===== config.mk =====
export PLATFORM = sky130hd
export DESIGN_NAME = shift_reg_ec_flat
export DESIGN_NICKNAME = d
export VERILOG_FILES = /design/src/rtl/shift_reg_ec_if.sv /design/src/rtl/shift_reg_ec.sv /design/src/flat_wrapper.sv
export SDC_FILE = /design/constraint.sdc
export NUM_CORES = 1
export LEC_CHECK = 0
export CAP_MARGIN = 10
export CORE_MARGIN = 2
export CORE_UTILIZATION = 38
export DETAILED_ROUTE_END_ITERATION = 6
export GPL_ROUTABILITY_DRIVEN = 0
export PLACE_DENSITY = 0.83
export SETUP_SLACK_MARGIN = 0.5
export SLEW_MARGIN = 25
export SYNTH_ARGS = -nofsm -noshare
export SYNTH_HDL_FRONTEND = slang
export SYNTH_SLANG_ARGS = --single-unit

===== constraint.sdc =====
create_clock -name Clk -period 1.35 [get_ports Clk]
set_clock_uncertainty 0.05 [all_clocks]
set_input_delay 0.2025 -clock Clk [delete_from_list [all_inputs] [get_ports Clk]]
set_output_delay 0.2025 -clock Clk [all_outputs]
set_load 0.01 [all_outputs]

===== src/rtl/shift_reg_ec_if.sv =====
`default_nettype none
// ============================================================================
// Module  : shift_reg_ec_if
// Brief   : Control, data and status bundle for the shift_reg_ec register.
// Revision: 1.0 - initial release
// ============================================================================
interface shift_reg_ec_if #(
    parameter int WIDTH = 8
);
    logic             Clr;
    logic             En;
    logic [1:0]       Mode;
    logic             Rot;
    logic [WIDTH-1:0] D;
    logic             SinR;
    logic             SinL;
    logic [WIDTH-1:0] Q;
    logic [WIDTH-1:0] Qn;
    logic             SoutR;
    logic             SoutL;
    logic             Done;

    modport master (
        output Clr, En, Mode, Rot, D, SinR, SinL,
        input  Q, Qn, SoutR, SoutL, Done
    );

    modport slave (
        input  Clr, En, Mode, Rot, D, SinR, SinL,
        output Q, Qn, SoutR, SoutL, Done
    );
endinterface
`default_nettype wire


===== src/rtl/shift_reg_ec.sv =====
`default_nettype none
// ============================================================================
// Module  : shift_reg_ec
// Brief   : Bidirectional shift/rotate/load register with shift counter and
//           one-shot Done after WIDTH shifts since the last load or clear.
// Revision: 1.0 - initial release
// ============================================================================
module shift_reg_ec #(
    parameter int          WIDTH   = 8,
    parameter logic [31:0] RST_VAL = 32'h0
) (
    input  wire logic       Clk,
    input  wire logic       Rst,
    shift_reg_ec_if.slave   bus
);
    localparam int               c_CNT_W  = $clog2(WIDTH + 1);
    localparam logic [c_CNT_W-1:0] c_CNT_FULL = c_CNT_W'(WIDTH);
    localparam logic [c_CNT_W-1:0] c_CNT_LAST = c_CNT_W'(WIDTH - 1);
    localparam logic [WIDTH-1:0] c_RST_Q  = RST_VAL[WIDTH-1:0];

    localparam logic [1:0] c_MODE_HOLD = 2'b00;
    localparam logic [1:0] c_MODE_SHR  = 2'b01;
    localparam logic [1:0] c_MODE_SHL  = 2'b10;
    localparam logic [1:0] c_MODE_LOAD = 2'b11;

    logic [WIDTH-1:0]   data_q, data_d;
    logic [c_CNT_W-1:0] cnt_q,  cnt_d;
    logic               done_q, done_d;
    logic               w_shift;

    assign w_shift = bus.En && ((bus.Mode == c_MODE_SHR) || (bus.Mode == c_MODE_SHL));

    always_comb begin
        data_d = data_q;
        cnt_d  = cnt_q;
        done_d = 1'b0;
        if (bus.Clr) begin
            data_d = c_RST_Q;
            cnt_d  = '0;
        end else if (bus.En) begin
            case (bus.Mode)
                c_MODE_SHR:  data_d = {(bus.Rot ? data_q[0] : bus.SinR), data_q[WIDTH-1:1]};
                c_MODE_SHL:  data_d = {data_q[WIDTH-2:0], (bus.Rot ? data_q[WIDTH-1] : bus.SinL)};
                c_MODE_LOAD: begin
                    data_d = bus.D;
                    cnt_d  = '0;
                end
                c_MODE_HOLD: data_d = data_q;
                default:     data_d = data_q;
            endcase
            // Counter saturates, so Done fires only on the WIDTH-1 -> WIDTH step.
            if (w_shift) begin
                done_d = (cnt_q == c_CNT_LAST);
                if (cnt_q != c_CNT_FULL) begin
                    cnt_d = cnt_q + 1'b1;
                end
            end
        end
    end

    always_ff @(posedge Clk) begin
        if (Rst) begin
            data_q <= c_RST_Q;
            cnt_q  <= '0;
            done_q <= 1'b0;
        end else begin
            data_q <= data_d;
            cnt_q  <= cnt_d;
            done_q <= done_d;
        end
    end

    assign bus.Q     = data_q;
    assign bus.Qn    = ~data_q;
    assign bus.SoutR = data_q[0];
    assign bus.SoutL = data_q[WIDTH-1];
    assign bus.Done  = done_q;
endmodule
`default_nettype wire


===== src/flat_wrapper.sv =====
// flat-port wrapper written by rule: the top's interface ports become plain ports
module shift_reg_ec_flat 
#(
    parameter int          WIDTH   = 8,
    parameter logic [31:0] RST_VAL = 32'h0
)
  (Clk, Rst, bus_Clr, bus_En, bus_Mode, bus_Rot, bus_D, bus_SinR, bus_SinL, bus_Q, bus_Qn, bus_SoutR, bus_SoutL, bus_Done);
  shift_reg_ec_if #(.WIDTH(WIDTH)) bus_i ();
  input  wire logic Clk;
  input  wire logic Rst;
  input wire logic [$bits(bus_i.Clr)-1:0] bus_Clr;
  input wire logic [$bits(bus_i.En)-1:0] bus_En;
  input wire logic [$bits(bus_i.Mode)-1:0] bus_Mode;
  input wire logic [$bits(bus_i.Rot)-1:0] bus_Rot;
  input wire logic [$bits(bus_i.D)-1:0] bus_D;
  input wire logic [$bits(bus_i.SinR)-1:0] bus_SinR;
  input wire logic [$bits(bus_i.SinL)-1:0] bus_SinL;
  output wire logic [$bits(bus_i.Q)-1:0] bus_Q;
  output wire logic [$bits(bus_i.Qn)-1:0] bus_Qn;
  output wire logic [$bits(bus_i.SoutR)-1:0] bus_SoutR;
  output wire logic [$bits(bus_i.SoutL)-1:0] bus_SoutL;
  output wire logic [$bits(bus_i.Done)-1:0] bus_Done;
  assign bus_i.Clr = bus_Clr;
  assign bus_i.En = bus_En;
  assign bus_i.Mode = bus_Mode;
  assign bus_i.Rot = bus_Rot;
  assign bus_i.D = bus_D;
  assign bus_i.SinR = bus_SinR;
  assign bus_i.SinL = bus_SinL;
  assign bus_Q = bus_i.Q;
  assign bus_Qn = bus_i.Qn;
  assign bus_SoutR = bus_i.SoutR;
  assign bus_SoutL = bus_i.SoutL;
  assign bus_Done = bus_i.Done;
  shift_reg_ec #(.WIDTH(WIDTH), .RST_VAL(RST_VAL)) u_core (.Clk(Clk), .Rst(Rst), .bus(bus_i));
endmodule

# Yosys cells after proc, flatten, opt, wreduce, memory -nomap -nowiden
# Cells that the tools add are included.
# op_classes
add_sub_neg,1
n_eq_ne,5
n_mux,6
n_bitwise,4
reduce_logical,6
# op_table
operator,n
8-bit one-hot mux with 3 select lines,1
4-bit two-way mux,3
8-bit inverter,1
4-bit by 1-bit adder with 4-bit output (second input constant),1
2-bit equality test (second input constant),2
4-bit by 3-bit equality test with 1-bit output (second input constant),1
4-bit inequality test (second input constant),1
4-bit OR reduction,1
1-bit inverter,3
2-bit by 1-bit equality test with 1-bit output (second input constant),1
2-bit zero test,1
1-bit two-way mux,2
2-bit AND reduction,1
2-bit OR reduction,1
1-bit logical AND,1
1-bit logical OR,1
# totals
regBits,13
input_bits,17
out_inout_bits,19
elab_cells,25

# Longest topological paths before layout
# depth
ltp_word,5
ltp_mapped,7
mapped_depth_nobuf,6

# Worst setup path before layout
# No wires, ideal clock.
# synth_timing
kind,input-to-reg
from,input bus_Mode[0]
to,"register u_core.data_q[6], in the netlist u_core.bus.Q[6]"
setup_ns,0.122
arrival_ns,1.103
t_required_ns,1.178
setup_slack_ns,0.075
stages,7
path_buffers,1
cell_sequence,inv_1 ha_1 nor2_2 nor2b_2 buf_6 a221oi_2 a21oi_1
# synth_between
elab_chain_len,3
elab_cells_between_ends,7
cone_classes,3 x eq/ne; 1 x mux; 1 x bitwise; 2 x reduce/logical
# synth_rtl
element,line,source
start: declaration,flat_wrapper.sv:13,input wire logic [$bits(bus_i.Mode)-1:0] bus_Mode;
"parallel branches: the longest is 3 deep, another holds 8-bit one-hot mux with 3 select lines",--,
end signal: assignment,shift_reg_ec.sv:63,data_q <= c_RST_Q;
end signal: assignment,shift_reg_ec.sv:67,data_q <= data_d;
end: declaration,shift_reg_ec.sv:26,"logic [WIDTH-1:0] data_q, data_d;"
# Several ways; the timed one is not identified.
# A chain may end at the register's enable or synchronous reset.

# Worst setup path in the final report
# layout_timing
from,input bus_Mode[0]
to,"register u_core.data_q[4], in the netlist u_core.bus.Q[4]"
# Same word-level chain as after synthesis.

==> results by group <==
Status
  – Outcome: complete, no violations

Routing
  – Iter 0 DRT Violations: 24
  – Routed wire length: 3.29 mm
  – Wl on met1: 1.30 mm
  – First drt pass iteration count: 4
  – Met2 wire length: 1.68 mm
  – Post-route ant nets: 0
  – Post-DR wirelength/cell: 17.9 µm
  – Post-route DRC: 0
  – Top routing layer in use: met4
  – DR vias: 1049
  – Via-to-Cell Ratio: 5.70
  – Detail Route met3 WL: 232 µm

Min path
  – Worst Hold End: u_core.cnt_q[0]
  – Hold depth: 3
  – Worst Hold Launch: Rst
  – Hold/Removal Path Class: input pin to flop

Clock network
  – CTS root buffer: clkbuf_4
  – Worst-skew pair later-pin latency: 0.28 ns
  – Clk sinks: 13
  – H-tree levels: 1
  – Longest Clk Path Bufs: 2
  – Worst-path clk slew: 0.10 ns
  – CTS Buf Count: 3
  – CTS tree: yes
  – Hold Buf Count CTS: 0

Floorplanning
  – Die H: 52.3 µm
  – Die Wd: 52.3 µm
  – Initial Utilization: 40.1%
  – Core Region: 0.00221 mm²
  – Ports: 36
  – FP Rows: 17
  – Total die area: 0.00274 mm²

Setup path
  – Slowest-stage cell, CP: a221oi_2
  – Max stage delay on crit path: 0.29 ns
  – Critical path class: input pin to flop
  – FF-to-FF setup slack: 0.14 ns
  – Worst-path fanout max: 6
  – Reg2reg start: u_core.cnt_q[0]
  – Sequence of cells on the critical path: buf_6, buf_8, ha_4, nor2_4, nor2b_4, buf_12, a221oi_2, a21oi_1
  – R2r endpoint: u_core.cnt_q[0]
  – Startpoint types: input pin
  – Arrival time worst endpoint: 1.38 ns
  – Nature of the critical path endpoint: flop
  – Req. time, crit path: 1.47 ns
  – R2R depth: 5

Pwr
  – Lkg Pwr: 0.664 nW
  – Pwr Density: 608 mW/mm²
  – Max IR drop VDD: 0.459 mV

Timing
  – Post-route setup slack: 0.0826 ns
  – Endpoints failing setup: 0
  – Max Freq: 0.789 GHz
  – Fin. max-slew vios: 0
  – Hold slack: 0.333 ns
  – Measured slew at the worst slew-check pin: 0.341 ns
  – Crit path time final: 1.27 ns
  – RSZ-0062 raised after global routing: true
  – Slew HR: 77.0%
  – Final Hold Fails: 0
  – Period utilisation layout: 93.9%

Synth
  – Syn Std Cell Area: 887 µm²
  – Synth top area cells: dfxtp_1, a221oi_2, ha_1
  – Syn_area_per_cell: 8.70 µm²
  – Yosys synthesis warning count: 0
  – Synth area leader: dfxtp_1
  – Post-synthesis register bit count: 13
  – Distinct cells, synth: 30
  – Sequential share of the synthesized area: 29.3%
  – Syn nets: 125
  – Cells after Synth: 102
  – Top cell type's share of synthesized area: 29.3%

Global routing
  – Pin count of the biggest net entering global routing: 9
  – Grt total ovfl: 0
  – Vias in the first global route: 999
  – Global-route wire length before repair: 4.73 mm
  – Initial antenna violation count: 0
  – Total GRT Usage: 23.6%

Finish
  – Final non-filler cell area: 0.00173 mm²
  – Layout cells sized above 1: 66.0%
  – Most frequent cells in the layout: buf_6, buf_4, clkdlybuf4s50_1, o21ai_0, inv_2
  – Diode count: 0
  – Commonest non-fill, non-tap cell in the layout: buf_6
  – Nets: 180
  – P&R area growth vs syn: 94.5%

Placed design
  – DP Worst Slack: -0.474 ns
  – Port bufs: 35
  – Post-DP HPWL: 1.83 mm
  – Dpl cell area: 0.00140 mm²

Run
  – Maxcap violations: 0
-- metrics by stage --
step | total power, mW | TNS, ns | instances | utilization [%]
5_1_grt | 1.10 | 0 | 184 | 78.0
2_1_floorplan | 0.570 | 0 | 102 | -
3_3_place_gp | 0.697 | -4.80 | 168 | 63.2
4_1_cts | 0.979 | 0 | 182 | 71.6
3_5_place_dp | 0.702 | -5.10 | 168 | 63.2
6_report | 1.05 | 0 | 184 | 78.0
-- how the worst max path moves through the flow --
| stage | from | end | depth (start not counted) |
|---|---|---|---|
| floorplan | bus_Mode[0] | u_core.bus.Q[6] | 7 |
| global placement | bus_Mode[0] | u_core.bus.Q[7] | 6 |
| detailed placement | bus_Mode[0] | u_core.bus.Q[7] | 6 |
| CTS | u_core.cnt_q[1] | u_core.cnt_q[0] | 5 |
| global route | bus_Mode[0] | u_core.bus.Q[4] | 9 |
| finish | bus_Mode[0] | u_core.bus.Q[4] | 8 |
-- metal layers --
layer,vias to the layer above,global-route usage (%)
met2,58,40.8
met5,-,0
met4,0,8.55
met3,8,3.71
li1,481,-
met1,502,29.1
-- cell type report --
class | instances | area [µm²]
fillers | 136 | 487
repair buffers | 59 | 621
well taps | 28 | 35.0
multi-input cells | 67 | 687
clock buffers | 4 | 26.3
flip-flops and latches | 13 | 288
inverters | 13 | 68.8
-- registers in the layout (all words and copies together), names as in the netlist --
signal / cells
u_core.bus.Done: 1
u_core.bus.Q: 8
u_core.cnt_q: 4
-- critical path, delay by kind of cell --
kind	cells	cell delay, ns
adder cells (fa/ha/maj)	1	0.17
AND/OR/NAND/NOR	2	0.23
buffers and inverters	3	0.36
AO/OA/AOI/OAI	2	0.41
-- report_power, final --
part / leakage [nW] / switching, mW / internal, mW
registers: 0.112 / 0.0147 / 0.388
logic: 0.537 / 0.174 / 0.214
clock network: 0.0150 / 0.144 / 0.114
total: 0.664 / 0.333 / 0.716
-- repair_timing --
action,4_1_cts,5_1_grt
pin swaps,22,12
setup buffers,8,2
setup endpoints to repair,32,32
gates resized for setup,135,20
endpoints found under the hold margin,0,0
cloned,2,0
-- cells in the mapped netlist --
library cell	instances
dfxtp_1	13
inv_1	13
o21ai_0	11
a21oi_1	7
nor3_1	7
a221oi_2	6
ha_1	6
nor2_1	5
buf_6	4
buf_4	3
nand2_1	3
a31oi_1	2
buf_2	2
mux2_2	2
nand3_1	2
o21ai_1	2
a21o_1	1
a221oi_1	1
a22oi_1	1
a311oi_1	1
a32oi_1	1
a41oi_1	1
nand3b_1	1
nand4_1	1
nor2_2	1
nor2b_2	1
nor2b_4	1
nor4b_2	1
o221a_1	1
or2_1	1
-- kinds of logic after synthesis --
family	after synthesis	share of synthesized area (%)
buffers and inverters	22	14.2
multiplexers	2	2.54
AO/OA/AOI/OAI	35	29.8
flip-flops	13	29.3
AND/OR/NAND/NOR	24	15.7
adder cells (fa/ha/maj)	6	8.46
(Power assumes the default switching activity.)
